**config.mk**
```make
export PLATFORM = sky130hd
export DESIGN_NAME = unified_mem_arbiter_flat
export DESIGN_NICKNAME = d
export VERILOG_FILES = /design/src/rtl/unified_mem_arbiter_if.sv /design/src/rtl/unified_mem_arbiter.sv /design/src/flat_wrapper.sv
export SDC_FILE = /design/constraint.sdc
export NUM_CORES = 1
export LEC_CHECK = 0
export CAP_MARGIN = 20
export CORE_AREA = 2 2 107 109
export CTS_CLUSTER_SIZE = 28
export DETAILED_ROUTE_END_ITERATION = 8
export DIE_AREA = 0 0 109 111
export HOLD_SLACK_MARGIN = 0.1
export PLACE_DENSITY = 0.68
export SKIP_CTS_REPAIR_TIMING = 1
export SYNTH_ARGS = -nofsm -noshare
export SYNTH_HDL_FRONTEND = slang
export SYNTH_SLANG_ARGS = --single-unit
```
**constraint.sdc**
```tcl
create_clock -name clk -period 3.45 [get_ports clk]
set_clock_uncertainty 0.15 [all_clocks]
set_input_delay 0.69 -clock clk [delete_from_list [all_inputs] [get_ports clk]]
set_output_delay 0.69 -clock clk [all_outputs]
set_load 0.01 [all_outputs]
```
**src/rtl/unified_mem_arbiter_if.sv**
```systemverilog
// Signal bundle shared by the CPU fetch/data ports, the arbiter and the unified memory.
// The slave modport is the arbiter's view; the master modport is the CPU plus memory view.
interface unified_mem_arbiter_if;
  logic        i_req;
  logic [31:0] i_addr;
  logic        i_gnt;
  logic        i_rvalid;
  logic [31:0] i_rdata;
  logic        d_req;
  logic [31:0] d_addr;
  logic [3:0]  d_wen;
  logic [31:0] d_wdata;
  logic        d_gnt;
  logic        d_rvalid;
  logic [31:0] d_rdata;
  logic        oob_err;
  logic        m_en;
  logic [3:0]  m_wen;
  logic [29:0] m_addr;
  logic [31:0] m_wdata;
  logic [31:0] m_rdata;

  modport slave (
    input  i_req, i_addr, d_req, d_addr, d_wen, d_wdata, m_rdata,
    output i_gnt, i_rvalid, i_rdata, d_gnt, d_rvalid, d_rdata, oob_err,
           m_en, m_wen, m_addr, m_wdata
  );

  modport master (
    output i_req, i_addr, d_req, d_addr, d_wen, d_wdata, m_rdata,
    input  i_gnt, i_rvalid, i_rdata, d_gnt, d_rvalid, d_rdata, oob_err,
           m_en, m_wen, m_addr, m_wdata
  );
endinterface

```
**src/rtl/unified_mem_arbiter.sv**
```systemverilog
// Per-cycle arbiter sharing one single-port word memory between instruction fetch and data
// access, with a read-tag pipeline that steers returning data back to the issuing port.
module unified_mem_arbiter #(
  parameter int MEM_WORDS    = 1024,
  parameter int MEM_LAT      = 1,
  parameter int MAX_D_STREAK = 4
) (
  input  logic                 clk,
  input  logic                 rst_n,
  unified_mem_arbiter_if.slave bus
);

  localparam int              SW         = $clog2(MAX_D_STREAK + 1);
  localparam logic [SW-1:0]   STREAK_MAX = SW'(MAX_D_STREAK);
  localparam logic [31:0]     OOB_LIMIT  = 32'(4 * MEM_WORDS);
  localparam logic [31:0]     OOB_DATA   = 32'hdead_beef;

  logic [SW-1:0]      streak_r;
  logic               i_gnt_s;
  logic               d_gnt_s;
  logic               gnt_s;
  logic               oob_s;
  logic               rd_issue_s;
  logic [31:0]        addr_s;
  logic [MEM_LAT-1:0] tag_valid_r;
  logic [MEM_LAT-1:0] tag_src_r;
  logic [MEM_LAT-1:0] tag_oob_r;
  logic               oob_err_r;
  logic               ret_valid_s;
  logic               ret_src_s;
  logic [31:0]        ret_data_s;

  // Grant selection: data wins unless it has hit its streak limit against a waiting fetch.
  always_comb begin
    i_gnt_s = 1'b0;
    d_gnt_s = 1'b0;
    if (!rst_n) begin
      i_gnt_s = 1'b0;
      d_gnt_s = 1'b0;
    end else if (bus.d_req && bus.i_req) begin
      if (streak_r == STREAK_MAX) begin
        i_gnt_s = 1'b1;
      end else begin
        d_gnt_s = 1'b1;
      end
    end else if (bus.d_req) begin
      d_gnt_s = 1'b1;
    end else if (bus.i_req) begin
      i_gnt_s = 1'b1;
    end else begin
      i_gnt_s = 1'b0;
      d_gnt_s = 1'b0;
    end
  end

  // Address mux, range check and read classification of the granted request.
  always_comb begin
    addr_s = 32'h0000_0000;
    if (d_gnt_s) begin
      addr_s = bus.d_addr;
    end else if (i_gnt_s) begin
      addr_s = bus.i_addr;
    end else begin
      addr_s = 32'h0000_0000;
    end
    gnt_s      = i_gnt_s | d_gnt_s;
    oob_s      = gnt_s && (addr_s >= OOB_LIMIT);
    rd_issue_s = i_gnt_s || (d_gnt_s && (bus.d_wen == 4'b0000));
  end

  // Memory-side issue; out-of-range accesses are granted but never reach the memory.
  always_comb begin
    bus.i_gnt   = i_gnt_s;
    bus.d_gnt   = d_gnt_s;
    bus.m_en    = gnt_s && !oob_s;
    bus.m_addr  = addr_s[31:2];
    bus.m_wen   = 4'b0000;
    bus.m_wdata = 32'h0000_0000;
    if (d_gnt_s && !oob_s) begin
      bus.m_wen   = bus.d_wen;
      bus.m_wdata = bus.d_wdata;
    end else begin
      bus.m_wen   = 4'b0000;
      bus.m_wdata = 32'h0000_0000;
    end
  end

  // Consecutive data-grant counter, only meaningful while a fetch is waiting.
  always_ff @(posedge clk) begin
    if (!rst_n) begin
      streak_r <= {SW{1'b0}};
    end else if (!bus.i_req || i_gnt_s) begin
      streak_r <= {SW{1'b0}};
    end else if (d_gnt_s && (streak_r != STREAK_MAX)) begin
      streak_r <= streak_r + {{(SW-1){1'b0}}, 1'b1};
    end else begin
      streak_r <= streak_r;
    end
  end

  // Read tag shift register aligned with the memory latency; writes leave a bubble.
  always_ff @(posedge clk) begin
    if (!rst_n) begin
      tag_valid_r <= {MEM_LAT{1'b0}};
      tag_src_r   <= {MEM_LAT{1'b0}};
      tag_oob_r   <= {MEM_LAT{1'b0}};
      oob_err_r   <= 1'b0;
    end else begin
      tag_valid_r[0] <= rd_issue_s;
      tag_src_r[0]   <= d_gnt_s;
      tag_oob_r[0]   <= oob_s;
      for (int k = 1; k < MEM_LAT; k++) begin
        tag_valid_r[k] <= tag_valid_r[k-1];
        tag_src_r[k]   <= tag_src_r[k-1];
        tag_oob_r[k]   <= tag_oob_r[k-1];
      end
      oob_err_r <= oob_s;
    end
  end

  // Response routing; rdata is forced to zero whenever its rvalid is low.
  always_comb begin
    ret_valid_s  = rst_n && tag_valid_r[MEM_LAT-1];
    ret_src_s    = tag_src_r[MEM_LAT-1];
    ret_data_s   = tag_oob_r[MEM_LAT-1] ? OOB_DATA : bus.m_rdata;
    bus.i_rvalid = ret_valid_s && !ret_src_s;
    bus.d_rvalid = ret_valid_s && ret_src_s;
    bus.oob_err  = rst_n && oob_err_r;
    if (bus.i_rvalid) begin
      bus.i_rdata = ret_data_s;
    end else begin
      bus.i_rdata = 32'h0000_0000;
    end
    if (bus.d_rvalid) begin
      bus.d_rdata = ret_data_s;
    end else begin
      bus.d_rdata = 32'h0000_0000;
    end
  end

endmodule

```
**src/flat_wrapper.sv**
```systemverilog
// flat-port wrapper written by rule: the top's interface ports become plain ports
module unified_mem_arbiter_flat 
#(
  parameter int MEM_WORDS    = 1024,
  parameter int MEM_LAT      = 1,
  parameter int MAX_D_STREAK = 4
)
  (clk, rst_n, bus_i_req, bus_i_addr, bus_d_req, bus_d_addr, bus_d_wen, bus_d_wdata, bus_m_rdata, bus_i_gnt, bus_i_rvalid, bus_i_rdata, bus_d_gnt, bus_d_rvalid, bus_d_rdata, bus_oob_err, bus_m_en, bus_m_wen, bus_m_addr, bus_m_wdata);
  unified_mem_arbiter_if bus_i ();
  input  logic clk;
  input  logic rst_n;
  input wire logic [$bits(bus_i.i_req)-1:0] bus_i_req;
  input wire logic [$bits(bus_i.i_addr)-1:0] bus_i_addr;
  input wire logic [$bits(bus_i.d_req)-1:0] bus_d_req;
  input wire logic [$bits(bus_i.d_addr)-1:0] bus_d_addr;
  input wire logic [$bits(bus_i.d_wen)-1:0] bus_d_wen;
  input wire logic [$bits(bus_i.d_wdata)-1:0] bus_d_wdata;
  input wire logic [$bits(bus_i.m_rdata)-1:0] bus_m_rdata;
  output wire logic [$bits(bus_i.i_gnt)-1:0] bus_i_gnt;
  output wire logic [$bits(bus_i.i_rvalid)-1:0] bus_i_rvalid;
  output wire logic [$bits(bus_i.i_rdata)-1:0] bus_i_rdata;
  output wire logic [$bits(bus_i.d_gnt)-1:0] bus_d_gnt;
  output wire logic [$bits(bus_i.d_rvalid)-1:0] bus_d_rvalid;
  output wire logic [$bits(bus_i.d_rdata)-1:0] bus_d_rdata;
  output wire logic [$bits(bus_i.oob_err)-1:0] bus_oob_err;
  output wire logic [$bits(bus_i.m_en)-1:0] bus_m_en;
  output wire logic [$bits(bus_i.m_wen)-1:0] bus_m_wen;
  output wire logic [$bits(bus_i.m_addr)-1:0] bus_m_addr;
  output wire logic [$bits(bus_i.m_wdata)-1:0] bus_m_wdata;
  assign bus_i.i_req = bus_i_req;
  assign bus_i.i_addr = bus_i_addr;
  assign bus_i.d_req = bus_d_req;
  assign bus_i.d_addr = bus_d_addr;
  assign bus_i.d_wen = bus_d_wen;
  assign bus_i.d_wdata = bus_d_wdata;
  assign bus_i.m_rdata = bus_m_rdata;
  assign bus_i_gnt = bus_i.i_gnt;
  assign bus_i_rvalid = bus_i.i_rvalid;
  assign bus_i_rdata = bus_i.i_rdata;
  assign bus_d_gnt = bus_i.d_gnt;
  assign bus_d_rvalid = bus_i.d_rvalid;
  assign bus_d_rdata = bus_i.d_rdata;
  assign bus_oob_err = bus_i.oob_err;
  assign bus_m_en = bus_i.m_en;
  assign bus_m_wen = bus_i.m_wen;
  assign bus_m_addr = bus_i.m_addr;
  assign bus_m_wdata = bus_i.m_wdata;
  unified_mem_arbiter #(.MEM_WORDS(MEM_WORDS), .MEM_LAT(MEM_LAT), .MAX_D_STREAK(MAX_D_STREAK)) u_core (.clk(clk), .rst_n(rst_n), .bus(bus_i));
endmodule
```
**Yosys cells after proc, flatten, opt, wreduce, memory -nomap -nowiden**

Index checks and enable logic that the tools add are counted.

- Reductions and logical operators: 17
- Add/sub/neg operators: 1
- Equal/unequal tests: 2
- Bitwise operators: 2
- Multiplexer cells: 16
- Magnitude comparators: 1

Operators by type and width:

| operator | count |
|---|---|
| 32-bit 2-to-1 mux | 6 |
| 32-bit by 13-bit greater-or-equal comparator with 1-bit output, second input constant | 1 |
| 1-bit logical AND | 10 |
| 1-bit 2-to-1 mux | 9 |
| 4-bit logical NOT | 1 |
| 4-bit 2-to-1 mux | 1 |
| 3-bit by 1-bit adder with 3-bit output, second input constant | 1 |
| 3-bit equality test, second input constant | 1 |
| 1-bit logical NOT | 3 |
| 3-bit != test, second input constant | 1 |
| 1-bit logical OR | 2 |
| 2-bit OR reduction | 1 |
| 1-bit NOT | 1 |
| 1-bit bitwise OR | 1 |

- Bits in registers: 6
- Input port bits: 136

**Depth between registers and ports, before layout**

- Depth in word-level cells: 11
- Depth in mapped cells: 8

**Least setup slack after synthesis**

No wires, ideal clock.

- Path type: input port to output port
- From: input port bus_d_addr[22]
- To: output port bus_m_wdata[10]
- Data arrival time: 1716 ps
- Data required time: 2610 ps
- Slack: 894 ps
- Stages on the path: 6
- Path through: nor4_1 > nand4_1 > a22oi_2 > buf_6 > buf_6 > and3_1

- Longest elaborated chain between the ends: 6

Ends and longest elaborated chain:

| item | RTL line | RTL |
|---|---|---|
| start: declaration | flat_wrapper.sv:15 | `input wire logic [$bits(bus_i.d_addr)-1:0] bus_d_addr;` |
| 32-bit 2-to-1 mux | unified_mem_arbiter.sv:59 | `if (d_gnt_s) begin` |
| 32-bit by 13-bit greater-or-equal comparator with 1-bit output | unified_mem_arbiter.sv:67 | `oob_s = gnt_s && (addr_s >= OOB_LIMIT);` |
| 1-bit logical AND | unified_mem_arbiter.sv:67 |  |
| 1-bit logical NOT | unified_mem_arbiter.sv:79 | `if (d_gnt_s && !oob_s) begin` |
| 1-bit logical AND | unified_mem_arbiter.sv:79 |  |
| 32-bit 2-to-1 mux | unified_mem_arbiter.sv:79 |  |
| end: declaration | flat_wrapper.sv:29 | `output wire logic [$bits(bus_i.m_wdata)-1:0] bus_m_wdata;` |

No other way between the ends.

**Worst setup path after layout**

- From: input port rst_n
- To: output port bus_m_addr[12]

- Longest elaborated chain between the ends: 3
- Elaborated cells on any way between the ends: 4
- Those cells by class: mux: 4

Ends and longest elaborated chain:

| item | RTL line | RTL |
|---|---|---|
| start: declaration | flat_wrapper.sv:11 | `input logic rst_n;` |
| 1-bit 2-to-1 mux | unified_mem_arbiter.sv:37 | `if (!rst_n) begin` |
| 32-bit 2-to-1 mux | unified_mem_arbiter.sv:61 | `end else if (i_gnt_s) begin` |
| 32-bit 2-to-1 mux (*) | unified_mem_arbiter.sv:59 |  |
| end: declaration | flat_wrapper.sv:28 | `output wire logic [$bits(bus_i.m_addr)-1:0] bus_m_addr;` |

Every way passes the cells marked *; elsewhere a longest branch is shown, timed or not.

==> flow_summary.ini <==
[finish]
area.growth.synth_to_final_pct = 228
commonest_cells_after_routing_fill_and_taps_aside = 230 x sky130_fd_sc_hd__clkdlybuf4s50_1, 96 x sky130_fd_sc_hd__nor2_1, 38 x sky130_fd_sc_hd__and3_1
num-nets-final = 649
fill_cells = 1126
final_layout_size_suffix_gt1_share_pct = 6.88
antenna_cells_inserted = 0
util_after_layout_pct = 41.3
most_common_library_cell_in_the_layout_ignoring_fill_and_taps = sky130_fd_sc_hd__clkdlybuf4s50_1

[hold_path]
worst_hold_startpoint = u_core.streak_r[0]
holdCritPathClass = reg -> reg
min_delay_path_depth = 1
hold_end = u_core.streak_r[0]

[synth]
syn_inst = 237
syn_area_per_cell_um2 = 5.89
synth-seq-cells = 6
synth.net_count = 375
count_of_warnings_emitted_by_yosys = 0
synth.yosys.seq_area_share_pct = 8.60
synthesis.area_um2 = 1400
netlist-cell-type-count = 27

[floorplanning]
die_height_um = 111
fp.dieArea_um2 = 12100
coreArea_um2 = 11100
die-width_um = 109
floorplan.io_pins = 272
rows = 39
initial_utilization_pct = 12.6

[sta]
fmax_mhz = 301
maxSlewViolCount = 0
worst_slew_pin_slew_ns = 0.403
finalCriticalPeriod_ns = 3.33
timing.final.setup_violations = 0
rsz0062_at_grt = no
timing.final.crit_share_pct = 96.4
hold_viol = 0
max-slew-margin-rel_pct = 72.9
setup_tns_after_final_layout_ns = 0

[grt]
globalRouteTotalUtil_pct = 13.2
overflow = 0
first_global_vias = 2650
global_route_wire_length_before_repair_um = 12900
antenna_violations_before_repair = 0
grt_start_max_net_pins = 37

[clock_tree]
cts_buffer_depth = 2
cts-root-buf = sky130_fd_sc_hd__clkbuf_16
clkLatencyLatePin_ns = 0.23
cts.htree.levels = 1
cts_made_buffers = 3
clkSlewWorstSetupHoldPaths_ns = 0.03
cts.sink_count = 6
cts_tree = built

[power_and_ir_drop]
netSwitchingPower_uw = 173
power.static_leakage_nw = 2.56
pwr-share-comb_pct = 59.2
power.ir.vdd_worst_mv = 0.117
power.clock.fraction_pct = 29.1
power_per_cell_area_nw_per_um2 = 139
internal_power_uw = 465
switching_share_pct = 27.1
seq_power_share_pct = 11.6
totalPowerFinal_uw = 638

[route]
drt_first_iter_violations = 130
final_antenna_net_count = 0
vias = 2792
drt-wirelength-per-cell_um = 14.1
drt-total-wl_um = 9220
drt_pre_antenna_iters = 4
drt_drc_violations_left = 0
route.detailed.vias_per_inst = 4.28

[setup_path]
timing.critical_path.fanout_max = 16
timing.reg2reg.setup_slack_ns = 1.79
critical_path_class = in -> out
crit-reg2reg-capture = u_core.tag_oob_r
ff2ff_path_depth = 8
timing.critical_path.required_ns = 2.61
critical_path.endpoint_type = primary output
critical_path_arrival_ns = 2.49
worst_r2r_startpoint = u_core.streak_r[0]
crit_path_start_kind = input port

[placement]
gp_routability_congestion = 0.833
dpl.hpwl_um = 7670
portBuffers = 267

[run]
max_cap_viol_count = 0

[outcome]
outcome = finished clean
metrics by stage:
stage | instances | hold slack [ns] | instance area (um^2) | setup slack, ns
floorplan | 237 | 0.267 | 1400 | 0.894
global placement | 648 | 0.279 | 4350 | -0.293
detailed placement | 648 | 0.295 | 4350 | -0.313
CTS | 651 | 0.299 | 4420 | -0.321
global route | 652 | 0.319 | 4570 | 0.00153
finish | 652 | 0.296 | 4570 | 0.123
state kept, by name, indices dropped and copies added, names as in the netlist:
| name | cells |
|---|---|
| u_core.ret_src_s | 1 |
| u_core.tag_valid_r | 1 |
| u_core.tag_oob_r | 1 |
| u_core.streak_r | 3 |
layout make-up:
cell class	count	area (um^2)	share of cell area, %
multi-input combinational	203	1170	25.6
tap	143	179	3.91
inverter	5	18.8	0.410
sequential	6	120	2.63
timing repair buffer	292	3010	65.8
clock buffer	3	75.1	1.64
how the worst max path moves through the flow:
stage	startpoint	end	slack [ns]	depth (start not counted)
CTS	bus_d_addr[25]	bus_m_wdata[8]	-0.32	7
finish	rst_n	bus_m_addr[12]	0.12	6
detailed placement	bus_d_addr[25]	bus_m_wdata[8]	-0.31	7
floorplan	bus_d_addr[22]	bus_m_wdata[10]	0.89	6
global route	rst_n	bus_m_addr[29]	0.002	6
global placement	bus_d_addr[25]	bus_m_wdata[6]	-0.29	7
per-layer routing:
layer	GRT usage [%]	share of wire, %	up-vias
li1	-	-	1369
met1	12.5	33	1229
met2	26.3	53	174
met3	4.17	12	20
met4	3.08	1.4	0
met5	0	0	-
synth_stat cells:
library cell               instances  area, um^2
sky130_fd_sc_hd__a211oi_1          1        7.51
sky130_fd_sc_hd__a22oi_2           1        12.5
sky130_fd_sc_hd__buf_6             3        33.8
sky130_fd_sc_hd__nor2_1           96         360
sky130_fd_sc_hd__dfxtp_1           6         120
sky130_fd_sc_hd__nand3b_1          1        7.51
sky130_fd_sc_hd__nand4_1           3        18.8
sky130_fd_sc_hd__a21oi_1           1        5.00
sky130_fd_sc_hd__nand2b_1          8        50.1
sky130_fd_sc_hd__ha_1              2        25.0
sky130_fd_sc_hd__a22o_1           30         263
sky130_fd_sc_hd__a21o_1            1        7.51
sky130_fd_sc_hd__inv_1             5        18.8
sky130_fd_sc_hd__nand2_1           5        18.8
sky130_fd_sc_hd__o211a_1           1        10.0
sky130_fd_sc_hd__nor4_1            9        56.3
sky130_fd_sc_hd__nor3b_1           1        7.51
sky130_fd_sc_hd__nand3_1           1        5.00
sky130_fd_sc_hd__mux2i_1           1        10.0
sky130_fd_sc_hd__and3_1           38         238
sky130_fd_sc_hd__a21oi_2           1        8.76
sky130_fd_sc_hd__nor2_4            1        11.3
sky130_fd_sc_hd__buf_4             4        30.0
sky130_fd_sc_hd__and2_1            1        6.26
sky130_fd_sc_hd__buf_2             4        20.0
sky130_fd_sc_hd__buf_1             2        7.51
sky130_fd_sc_hd__clkbuf_1         10        37.5
critical path, stage by stage:
cell                              delay, ns
sky130_fd_sc_hd__clkdlybuf4s50_1       0.53
sky130_fd_sc_hd__nand2_1               0.13
sky130_fd_sc_hd__a21oi_4               0.18
sky130_fd_sc_hd__buf_4                 0.23
sky130_fd_sc_hd__a22o_1                0.16
sky130_fd_sc_hd__clkdlybuf4s50_1       0.55
power groups by stage:
stage / clock [mW] / combinational, mW / sequential [mW]
6_report: 0.186 / 0.378 / 0.0741
3_5_place_dp: 0 / 0.373 / 0.0752
3_3_place_gp: 0 / 0.368 / 0.0749
4_1_cts: 0.190 / 0.374 / 0.0742
2_1_floorplan: 0 / 0.109 / 0.0756
5_1_grt: 0.194 / 0.401 / 0.0743
cells by family (layout without fill, tap and decap cells):
group	count (synthesis)	count (layout)	share of synthesized area (%)
flip-flops	6	6	8.60
buffers and inverters	28	300	10.6
AND/OR/NAND/NOR	164	164	55.8
multiplexers	1	1	0.717
adder cells (fa/ha/maj)	2	2	1.79
AO/OA/AOI/OAI	36	36	22.5
Note: power is estimated with default switching activity, not from simulation.
==> edit 1 (same settings) <==
Make the reset (`rst_n`) asynchronous in 2 clocked blocks.
--- a/src/rtl/unified_mem_arbiter.sv
+++ b/src/rtl/unified_mem_arbiter.sv
@@ -88,3 +88,3 @@
   // Consecutive data-grant counter, only meaningful while a fetch is waiting.
-  always_ff @(posedge clk) begin
+  always_ff @(posedge clk or negedge rst_n) begin
     if (!rst_n) begin
@@ -101,3 +101,3 @@
   // Read tag shift register aligned with the memory latency; writes leave a bubble.
-  always_ff @(posedge clk) begin
+  always_ff @(posedge clk or negedge rst_n) begin
     if (!rst_n) begin
Behaviour: same outputs for any inputs over 10 cycles, from zero or initial values and one cycle with rst_n low; that may be too few to reach the edited logic, so the function may still have changed.
==> edit 1 against the unedited design <==
- die area is the same
- worst hold slack improved by 190 ps
- global-route usage is 0.49 points higher
- worst setup slack worse by 80 ps
- maximum frequency fell by 2.3%
- cell area down 2.1%
- area after synthesis is 3.1% higher
- sequential cell count stayed put
- final cell count increased by 0.31%
- power fell by 2.9%
- routed wire length increased by 1.8%
- core utilization down 0.88 points
- critical path type unchanged
- largest cell class unchanged
- highest routed layer unchanged
==> edit 1: results (changes against the unedited design) <==
peakVddDrop_mv: 0.106  # -9.8%
setup_ws_ps: 43.6  # -79.6 ps
final-seq-area_um2: 150  # +25%
grt_pass1_wl_um: 13300  # +2.9%
drtIter0Drc: 180  # +38%
nMultiInputCombCells: 207  # +2.0%
cp_max_fo: 15  # -1
nets: 650  # +0.15%
netlist_instances: 238  # +0.42%
relSlewSlack: 0.768  # +0.0395
p_sw_frac: 0.268  # -0.00324
grtUsageTotal: 0.137  # +0.00492
signal_buffer_area_fraction: 0.632  # -0.0259
synth.distinct_cells: 26  # -3.7%
synth_ff_type: "dfrtp_1"
via_count: 2783  # -0.32%
status: "completed"
clkCellAreaFrac: 0.0168  # +0.000358
synth_nets: 376  # +0.27%
ys_top_cells_by_area: "nor2_1 24%, a22o_1 18%, and2_2 12%"
combPwrFrac: 0.574  # -0.018
post-place-cells: 644  # -0.62%
synthTopCellsByCount: "92 x nor2_1, 29 x a22o_1, 23 x and2_2"
antenna_cells: 1  # +1
num-fill-cells: 1156  # +2.7%
synthArstFlopShare: 1.00  # +1.00
hold_slack_ps: 488  # +193 ps
grt_pass1_vias: 2720  # +2.6%
vias_per_cell: 4.26  # -0.63%
powerSeq_w: 0.0000752  # +1%
routabilityCongestion: 0.909  # +9.0%
cp_slowest_stage_delay_ps: 500  # -50 ps
hpwl_um: 7720  # +0.68%
drt_wl_total_um: 9390  # +1.8%
antenna_found_initial: 1  # +1
n_all_buffers: 289  # -1.0%
place_area_um2: 4380  # +0.69%
final_layout_size_suffix_gt1_frac: 0.182  # +0.114
worstPathArrival_ps: 2570  # +80 ps
ys_seq_area_frac: 0.104  # +0.0182
p_leak_nw: 1.98  # -23%
==> edit 1: cell count changes after synthesis, moves of 6 or more <==
cell / delta
dfxtp_1: -6
and2_2: +23
dfrtp_1: +6
and3_1: -35
and2_1: +15
==> edit 1: worst max-delay path: cells and delay by family <==
family                 cells  cell delay [ps]
buffers and inverters      3             1190
AOI/OAI and AO/OA          2              460
and+or+nand+nor            1              220
==> edit 1: cell families (layout without fill, tap and decap cells) <==
| group | count (synthesis) | in the layout | share of synthesized area |
|---|---|---|---|
| AND/OR/NAND/NOR | 165 | 165 | 0.578 |
| AO/OA/AOI/OAI | 40 | 40 | 0.228 |
| buffers and inverters | 25 | 297 | 0.0721 |
| flip-flops | 6 | 6 | 0.104 |
| adder cells (fa/ha/maj) | 2 | 2 | 0.0174 |
| other | 0 | 1 | 0 |
==> edit 1: layer usage <==
metal	global-route usage	up-vias	share of wire
met2	0.266	173	0.51
li1	-	1350	-
met1	0.137	1251	0.36
met3	0.0441	9	0.12
met5	0	-	0
met4	0.0299	0	0.011
==> edit 1: path summary, 6_finish.rpt <==
check | from | end | cells after the start
worst max-delay path | bus_d_req | bus_m_addr[11] | 6
worst min-delay path | u_core.streak_r[0]$_DFFE_PN0P_ | u_core.streak_r[0]$_DFFE_PN0P_ | 2
worst max register to register | u_core.streak_r[0]$_DFFE_PN0P_ | u_core.tag_valid_r$_DFF_PN0_ | 6
worst min register to register | u_core.streak_r[0]$_DFFE_PN0P_ | u_core.streak_r[0]$_DFFE_PN0P_ | 2
max in group asynchronous | rst_n | u_core.ret_src_s$_DFF_PN0_ | 2
min in group asynchronous | rst_n | u_core.streak_r[2]$_DFFE_PN0P_ | 2
==> edit 2 (config.mk and constraints unchanged) <==
Made on the original files. `MAX_D_STREAK` is set to 4 in 2 places; all go to 8.
--- a/src/rtl/unified_mem_arbiter.sv
+++ b/src/rtl/unified_mem_arbiter.sv
@@ -5,3 +5,3 @@
   parameter int MEM_LAT      = 1,
-  parameter int MAX_D_STREAK = 4
+  parameter int MAX_D_STREAK = 8
 ) (
--- a/src/flat_wrapper.sv
+++ b/src/flat_wrapper.sv
@@ -5,3 +5,3 @@
   parameter int MEM_LAT      = 1,
-  parameter int MAX_D_STREAK = 4
+  parameter int MAX_D_STREAK = 8
 )
Check against the original RTL: not equivalent (Yosys sat finds a counterexample within 10 cycles, from zero or initial values and one cycle with rst_n low).
==> edit 2 against the unedited design <==
- sequential cell count is 1 higher
- routed wire length is 8.9% higher
- cell area is 4.4% higher
- worst setup slack worse by 55 ps
- non-clock buffer count is 1 lower
- sequential share of layout area is 0.31 points higher
- area after synthesis is 10% higher
- power is 3.8% higher
- first-iteration DRC count is 38% higher
- largest power group unchanged
- highest routed layer unchanged
==> edit 2: results (changes against the unedited design) <==
tightest_slew_ps: 343  # -60.2 ps
nMultiInputCombCells: 200  # -1.5%
seq_share: 0.0294  # +0.00308
routabilityCongestion: 0.839  # +0.65%
fin_crit_sh: 0.980  # +0.0159
signal_buffer_area_fraction: 0.645  # -0.0131
grt_pass1_vias: 2653  # +0.11%
p_leak_nw: 2.90  # +13%
synthTopCellsByCount: "92 x nor2_1, 37 x and4_1, 30 x a22o_1"
ys_ff_latch: 7  # +1
syn_area_per_cell_um2: 6.38  # +8.2%
dp_slack_ps: -308  # +5.43 ps
reg2reg_depth: 7  # -1
clkbuf_count: 4  # +1
cp_slowest_stage_delay_ps: 480  # -70 ps
hpwl_um: 8330  # +8.6%
p_per_area_nw_per_um2: 139  # -0.61%
n_all_buffers: 291  # -0.34%
hold_slack_ps: 321  # +24.9 ps
cp_max_fo: 13  # -3
ys_seq_area_frac: 0.0912  # +0.00518
synthMuxAreaShare: 0  # -0.00717
synthXorXnorAreaFrac: 0.0114  # +0.0114
grtUsageTotal: 0.145  # +0.0131
synthAdderAreaFrac: 0.0163  # -0.00163
synth_nets: 379  # +1.1%
drt_wl_total_um: 10000  # +8.9%
peakVddDrop_mv: 0.121  # +2.9%
first_pass_iters: 5  # +1
ys_top_cells_by_area: "nor2_1 22%, and4_1 21%, a22o_1 17%"
reg2reg_slack_ps: 1680  # -110 ps
synth-compound-area-share: 0.215  # -0.00993
rr_endpoint: "u_core.tag_valid_r$_SDFF_PN0_"
final-seq-area_um2: 140  # +17%
pwr-share-seq: 0.130  # +0.014
status: "completed"
final_layout_size_suffix_gt1_frac: 0.0709  # +0.00210
grt_max_degree: 56  # +51%
p_sw_frac: 0.281  # +0.00980
[edit 2: cell count changes after synthesis, moves of 4 or more]
| cell | change |
|---|---|
| and3_1 | -38 |
| nor2_1 | -4 |
| clkbuf_1 | +7 |
| and4_1 | +37 |
| buf_4 | -4 |
[edit 2: logic make-up (layout without fill, tap and decap cells)]
family	count (synthesis)	count (layout)
DFF	7	7
adders and majority gates	2	2
xor gates and xnor gates	2	2
other	0	1
AOI/OAI and AO/OA	37	37
and+or+nand+nor	159	159
buffers and inverters	34	301
[edit 2: per-layer routing]
| metal | track usage | vias to the layer above | part of all wire |
|---|---|---|---|
| met5 | 0 | - | 0 |
| met4 | 0.0291 | 0 | 0.015 |
| met3 | 0.0306 | 15 | 0.11 |
| met2 | 0.280 | 193 | 0.50 |
| met1 | 0.157 | 1278 | 0.37 |
| li1 | - | 1415 | - |
